$ cat src/rtl/snn_pkg.sv
// Shared definitions for the spiking-layer blocks: FSM encoding, default
// layer geometry and the index-width helper.
package snn_pkg;

  typedef enum logic [1:0] {
    S_IDLE  = 2'd0,
    S_COUNT = 2'd1,
    S_SCAN  = 2'd2,
    S_DONE  = 2'd3
  } state_t;

  localparam int N_OUT_DEF = 5;
  localparam int CNT_W_DEF = 8;

  // Bits needed to index n items; never narrower than one bit.
  function automatic int clog2(input int n);
    int r;
    r = 0;
    while ((1 << r) < n) r++;
    return (r < 1) ? 1 : r;
  endfunction

endpackage

$ cat src/rtl/sat_counter.sv
// Up-counter with synchronous clear that sticks at all-ones instead of wrapping.
module sat_counter #(
  parameter int CNT_W = 8
) (
  input  logic             clk,
  input  logic             reset,
  input  logic             clr,
  input  logic             en,
  output logic [CNT_W-1:0] q
);

  logic [CNT_W-1:0] r_q;

  always_ff @(posedge clk or posedge reset) begin
    if (reset) begin
      r_q <= '0;
    end else if (clr) begin
      r_q <= '0;
    end else if (en && (r_q != '1)) begin
      r_q <= r_q + 1'b1;
    end
  end

  assign q = r_q;

endmodule

$ cat src/rtl/spike_count_classifier.sv
// Counts per-neuron spikes over a window of timestep pulses, then scans the counts
// for the winner (lowest index on ties); result fields hold until the next start.
module spike_count_classifier
  import snn_pkg::*;
#(
  parameter int N_OUT   = N_OUT_DEF,
  parameter int CNT_W   = CNT_W_DEF,
  parameter int WINDOW  = 100,
  parameter int SPK_DLY = 1,
  parameter int IDX_W   = clog2(N_OUT)
) (
  input  logic             clk,
  input  logic             reset,
  input  logic             pulse,
  input  logic             start,
  input  logic [N_OUT-1:0] spike,
  output logic             busy,
  output logic             done,
  output logic             class_valid,
  output logic [IDX_W-1:0] class_id,
  output logic [CNT_W-1:0] max_count,
  output logic             tie
);

  localparam logic [15:0]      WIN_LAST = 16'(WINDOW - 1);
  localparam logic [IDX_W-1:0] IDX_LAST = IDX_W'(N_OUT - 1);

  state_t           r_state;
  state_t           w_state_nxt;
  logic             w_start_acc;
  logic             w_samp;
  logic             w_cnt_en;
  logic             w_busy;
  logic [15:0]      r_win;
  logic [IDX_W-1:0] r_idx;
  logic [IDX_W-1:0] r_best_idx;
  logic [IDX_W-1:0] w_best_idx;
  logic [IDX_W-1:0] r_class_id;
  logic [CNT_W-1:0] r_best_cnt;
  logic [CNT_W-1:0] w_best_cnt;
  logic [CNT_W-1:0] r_max;
  logic [CNT_W-1:0] w_cur;
  logic             r_tie_acc;
  logic             w_tie;
  logic             r_tie;
  logic             r_valid;
  logic             r_done;
  logic [CNT_W-1:0] w_cnt [N_OUT];

  assign w_start_acc = (r_state == S_IDLE) && start;
  assign w_cnt_en    = (r_state == S_COUNT) && w_samp;

  // Align the strobe with the upstream layer's registered spike output.
  generate
    if (SPK_DLY == 0) begin : g_nodly
      assign w_samp = pulse;
    end else begin : g_dly
      logic [SPK_DLY-1:0] r_dly;
      always_ff @(posedge clk or posedge reset) begin
        if (reset) begin
          r_dly <= '0;
        end else if (w_start_acc) begin
          r_dly <= '0;
        end else begin
          r_dly[0] <= pulse;
          for (int k = 1; k < SPK_DLY; k++) r_dly[k] <= r_dly[k-1];
        end
      end
      assign w_samp = r_dly[SPK_DLY-1];
    end
  endgenerate

  generate
    for (genvar i = 0; i < N_OUT; i++) begin : g_cnt
      sat_counter #(.CNT_W(CNT_W)) u_cnt (
        .clk   (clk),
        .reset (reset),
        .clr   (w_start_acc),
        .en    (w_cnt_en && spike[i]),
        .q     (w_cnt[i])
      );
    end
  endgenerate

  always_ff @(posedge clk or posedge reset) begin
    if (reset) r_state <= S_IDLE;
    else       r_state <= w_state_nxt;
  end

  always_comb begin
    w_state_nxt = r_state;
    w_busy      = 1'b0;
    unique case (r_state)
      S_IDLE:  if (start) w_state_nxt = S_COUNT;
      S_COUNT: begin
        w_busy = 1'b1;
        if (w_samp && (r_win == WIN_LAST)) w_state_nxt = S_SCAN;
      end
      S_SCAN: begin
        w_busy = 1'b1;
        if (r_idx == IDX_LAST) w_state_nxt = S_DONE;
      end
      S_DONE:  w_state_nxt = S_IDLE;
      default: w_state_nxt = S_IDLE;
    endcase
  end

  // Index 0 seeds the running max; later indices need strictly greater to win.
  assign w_cur = w_cnt[r_idx];

  always_comb begin
    w_best_cnt = r_best_cnt;
    w_best_idx = r_best_idx;
    w_tie      = r_tie_acc;
    if (r_idx == '0) begin
      w_best_cnt = w_cur;
      w_best_idx = '0;
      w_tie      = 1'b0;
    end else if (w_cur > r_best_cnt) begin
      w_best_cnt = w_cur;
      w_best_idx = r_idx;
      w_tie      = 1'b0;
    end else if (w_cur == r_best_cnt) begin
      w_tie      = 1'b1;
    end
  end

  always_ff @(posedge clk or posedge reset) begin
    if (reset) begin
      r_win      <= '0;
      r_idx      <= '0;
      r_best_idx <= '0;
      r_best_cnt <= '0;
      r_tie_acc  <= 1'b0;
      r_class_id <= '0;
      r_max      <= '0;
      r_tie      <= 1'b0;
      r_valid    <= 1'b0;
      r_done     <= 1'b0;
    end else begin
      r_done <= 1'b0;
      unique case (r_state)
        S_IDLE: begin
          if (start) begin
            r_win   <= '0;
            r_valid <= 1'b0;
            r_tie   <= 1'b0;
          end
        end
        S_COUNT: begin
          r_idx <= '0;
          if (w_samp) r_win <= r_win + 16'd1;
        end
        S_SCAN: begin
          r_idx      <= r_idx + 1'b1;
          r_best_cnt <= w_best_cnt;
          r_best_idx <= w_best_idx;
          r_tie_acc  <= w_tie;
          // Publish on the final scan step so the fields are valid alongside done.
          if (r_idx == IDX_LAST) begin
            r_class_id <= w_best_idx;
            r_max      <= w_best_cnt;
            r_tie      <= w_tie;
            r_valid    <= 1'b1;
            r_done     <= 1'b1;
          end
        end
        default: ;
      endcase
    end
  end

  assign busy        = w_busy;
  assign done        = r_done;
  assign class_valid = r_valid;
  assign class_id    = r_class_id;
  assign max_count   = r_max;
  assign tie         = r_tie;

endmodule

$ cat config.mk
export PLATFORM = sky130hd
export DESIGN_NAME = spike_count_classifier
export DESIGN_NICKNAME = d
export VERILOG_FILES = /design/src/rtl/snn_pkg.sv /design/src/rtl/sat_counter.sv /design/src/rtl/spike_count_classifier.sv
export SDC_FILE = /design/constraint.sdc
export NUM_CORES = 1
export LEC_CHECK = 0
export BUFFER_PORTS_ARGS = -buffer_cell sky130_fd_sc_hd__buf_4
export CORE_MARGIN = 10
export CORE_UTILIZATION = 61
export CTS_BUF_LIST = sky130_fd_sc_hd__clkbuf_8
export CTS_CLUSTER_DIAMETER = 100
export CTS_CLUSTER_SIZE = 20
export DETAILED_ROUTE_END_ITERATION = 6
export GPL_TIMING_DRIVEN = 0
export PLACE_DENSITY = 0.79
export SLEW_MARGIN = 0
export SYNTH_ARGS = -nofsm -noshare
export SYNTH_HDL_FRONTEND = slang
export SYNTH_HIERARCHICAL = 1
export SYNTH_SLANG_ARGS = --single-unit
$ cat constraint.sdc
create_clock -name clk -period 3.2 [get_ports clk]
set_clock_uncertainty 0.15 [all_clocks]
set_input_delay 0.48 -clock clk [delete_from_list [all_inputs] [get_ports clk]]
set_output_delay 0.48 -clock clk [all_outputs]
set_load 0.05 [all_outputs]
==> results.json <==
{
  "htree_levels": 3,
  "met3_usage_pct": 3.35,
  "final-hold-violation-count": 0,
  "syn_inst": 547,
  "grt_start_max_net_pins": 38,
  "synth-seq-cells": 88,
  "grt.overflow.total": 0,
  "status": "complete, no violations",
  "hold_class": "input pin to flop",
  "grt_first_pass_wirelength_um": 21500,
  "postRouteAntennaNets": 0,
  "internal_power_mw": 2.52,
  "areaGrowthSynthToFinish_pct": 14.0,
  "die_area_um2": 13100,
  "grt.busiest_layer": "met2",
  "clk_path_buf_depth": 2,
  "switching_share_pct": 43.9,
  "setup_slack_ps": 6.40,
  "fin_crit_sh_pct": 99.8,
  "drive_gt1_share_pct": 24.5,
  "async_flop_share_pct": 100,
  "ys_seq_area_share_pct": 40.4,
  "final_nets": 627,
  "yosys-top-cells-area": "dfrtp_1 (40%), mux2_4 (5.8%), ha_1 (4.6%)",
  "leakagePower_nw": 2.80,
  "start_util_pct": 62.5,
  "max-vdd-ir-drop_uv": 478,
  "core-area_um2": 8720,
  "n_fill_cell": 629,
  "cts_tree": "done",
  "combPwrFrac_pct": 50.8,
  "antenna_cells": 0,
  "p_sw_mw": 1.98,
  "routed_wl_um": 12800,
  "layout_commonest_cell": "dfrtp_1",
  "place_hpwl_um": 8680,
  "critPathMaxFanout": 5,
  "drt_iter0_markers": 422,
  "grt_usage_pct": 19.5,
  "worst_pin_slew_ps": 565,
  "drcViolationCount": 0,
  "final_core_util_pct": 71.2,
  "grt.met2_usage_pct": 31.0,
  "num_rows": 34,
  "io_buffers": 23,
  "syn_nets": 576,
  "arrival_ps": 3300,
  "root_buffer": "clkbuf_8",
  "io_pins": 24,
  "design_area_um2": 6210,
  "antenna_found_initial": 0,
  "synth_ff_type": "dfrtp_1",
  "relSlewSlack_pct": 62.4,
  "tns_ps": 0,
  "numCtsBuffers": 9,
  "vias": 4449,
  "pwr-share-clk_pct": 16.3,
  "path_class": "flop to flop",
  "netlist_area_um2": 5450,
  "dr.pass1.iters": 5,
  "yosys.area.top_type": "dfrtp_1",
  "final_cell_mix": "dfrtp_1 (86), nor2_1 (44), nand2_1 (43), buf_4 (38), inv_1 (32)",
  "synth.avg_cell_area_um2": 9.96,
  "slew_violations": 0,
  "detail_route.wl_per_cell_um": 18.0,
  "fin_crit_ps": 3190,
  "yosysWarnings": 6,
  "dpl_worst_slack_ps": -180,
  "grt_pass1_vias": 4423,
  "seq_power_share_pct": 32.9,
  "die_x_um": 115,
  "worstPathRequired_ps": 3300,
  "yosys.area.top_type_share_pct": 40.4,
  "viasPerCell": 6.26,
  "setup_viol": 0,
  "pwr_density_cell_nw_per_um2": 725,
  "synth-edff-count": 0,
  "grt_setup_unrepaired": "true",
  "max_freq_mhz": 313,
  "clk_latency_ps": 370,
  "fp.dieH_um": 115,
  "power_mw": 4.50,
  "maxCapViolations": 0,
  "use_met1_pct": 25.5,
  "place_area_um2": 5780,
  "yosysUniqueCellTypes": 58,
  "endpoint_kind": "flop",
  "cts.sink_count": 88,
  "clk_pin_slew_ps": 100,
  "gp_congestion": 0.918,
  "setup.worst_path.start_class": "flop"
}
## Yosys cell counts (6+ instances only)
| cell | n |
|---|---|
| nand2_1 | 43 |
| ha_1 | 20 |
| nor2_1 | 44 |
| nand4_1 | 15 |
| mux2i_1 | 16 |
| o21ai_0 | 13 |
| o311ai_0 | 7 |
| xnor2_1 | 10 |
| and3_1 | 10 |
| and4_1 | 6 |
| nand2b_1 | 9 |
| nor3_1 | 14 |
| clkbuf_1 | 11 |
| o211ai_1 | 10 |
| dfrtp_1 | 88 |
| inv_1 | 32 |
| nand3_1 | 18 |
| o21bai_1 | 6 |
| a21oi_1 | 20 |
| a21oi_2 | 10 |
| a221o_1 | 7 |
| mux2_2 | 16 |
| nor2b_1 | 22 |
| mux2_4 | 21 |
## cell type report
class | instances | area [um^2] | share of cell area [%]
well taps | 108 | 135 | 2.18
repair buffers | 40 | 325 | 5.24
multi-input cells | 406 | 3090 | 49.8
inverters | 32 | 120 | 1.93
clock buffers | 9 | 124 | 1.99
flip-flops and latches | 88 | 2200 | 35.5
plain buffers | 21 | 154 | 2.48
clock inverters | 7 | 57.6 | 0.927
## flip-flops by register name, summed over array words and instances (netlist names)
register       cells
class_valid        1
tie                1
r_best_cnt         8
r_idx              3
max_count          8
r_best_idx         3
g_dly.r_dly        1
r_state            2
r_tie_acc          1
g_cnt.u_cnt/q     40
done               1
class_id           3
r_win             16
## stage by stage
stage	hold slack [ps]	instances
after floorplan	146	547
after detailed placement	322	679
final	160	711
after CTS	162	705
after global routing	156	711
after global placement	314	678
## layer usage
layer / wire, um / share of wire (%)
met1: 5610 / 44
met2: 6020 / 47
met3: 768 / 6.0
met4: 384 / 3.0
met5: 0 / 0
## timing repair
action | 4_1_cts | 5_1_grt
setup endpoints to repair | 22 | 23
setup buffers | 8 | 7
resized for setup | 13 | 24
endpoints found under the hold margin | 51 | 0
hold buffers | 1 | 0
cloned | 2 | 0
pin swaps | 9 | 8
## critical path, cell delays in order (launching register included)
cell and delay [ps]:
dfrtp_2 410, buf_6 130, mux2_2 330, a221o_1 370, ha_1 340, buf_4 150, a21oi_1 190, o21a_2 230
o21ai_2 110, a21oi_4 290, mux2_2 370
## path summary, 6_finish.rpt
kind	start	endpoint	slack, ps	depth (start not counted)
min	pulse	g_dly.r_dly$_DFF_PP0_	160	2
max	r_idx[2]$_DFFE_PP0P_	r_best_cnt[1]$_DFFE_PP0P_	6	10
min reg2reg	class_id[2]$_DFFE_PP0P_	class_id[2]$_DFFE_PP0P_	340	2
max in group asynchronous	reset	r_best_idx[1]$_DFFE_PP0P_	1930	4
max reg2reg	r_idx[2]$_DFFE_PP0P_	r_best_cnt[1]$_DFFE_PP0P_	6	10
min in group asynchronous	reset	r_best_cnt[3]$_DFFE_PP0P_	490	3
## cells by family (layout without fill, tap and decap cells)
group           after synthesis  after routing  synth area share (%)
compound gates              115            116                  16.8
xor+xnor                     10             10                  1.61
fa+ha+maj                    20             20                  4.59
buf+inv                      54            109                  4.59
flops                        88             88                  40.4
mux                          53             53                  12.0
simple gates                207            207                  19.9
## power groups by stage
stage                     sequential (mW)  combinational, mW  clock [mW]
after floorplan                      1.51               1.32           0
after global placement               1.48               1.71           0
after detailed placement             1.48               1.79           0
final                                1.48               2.29       0.735
after global routing                 1.50               2.47       0.791
after CTS                            1.47               1.95       0.745
(Power assumes the default switching activity.)
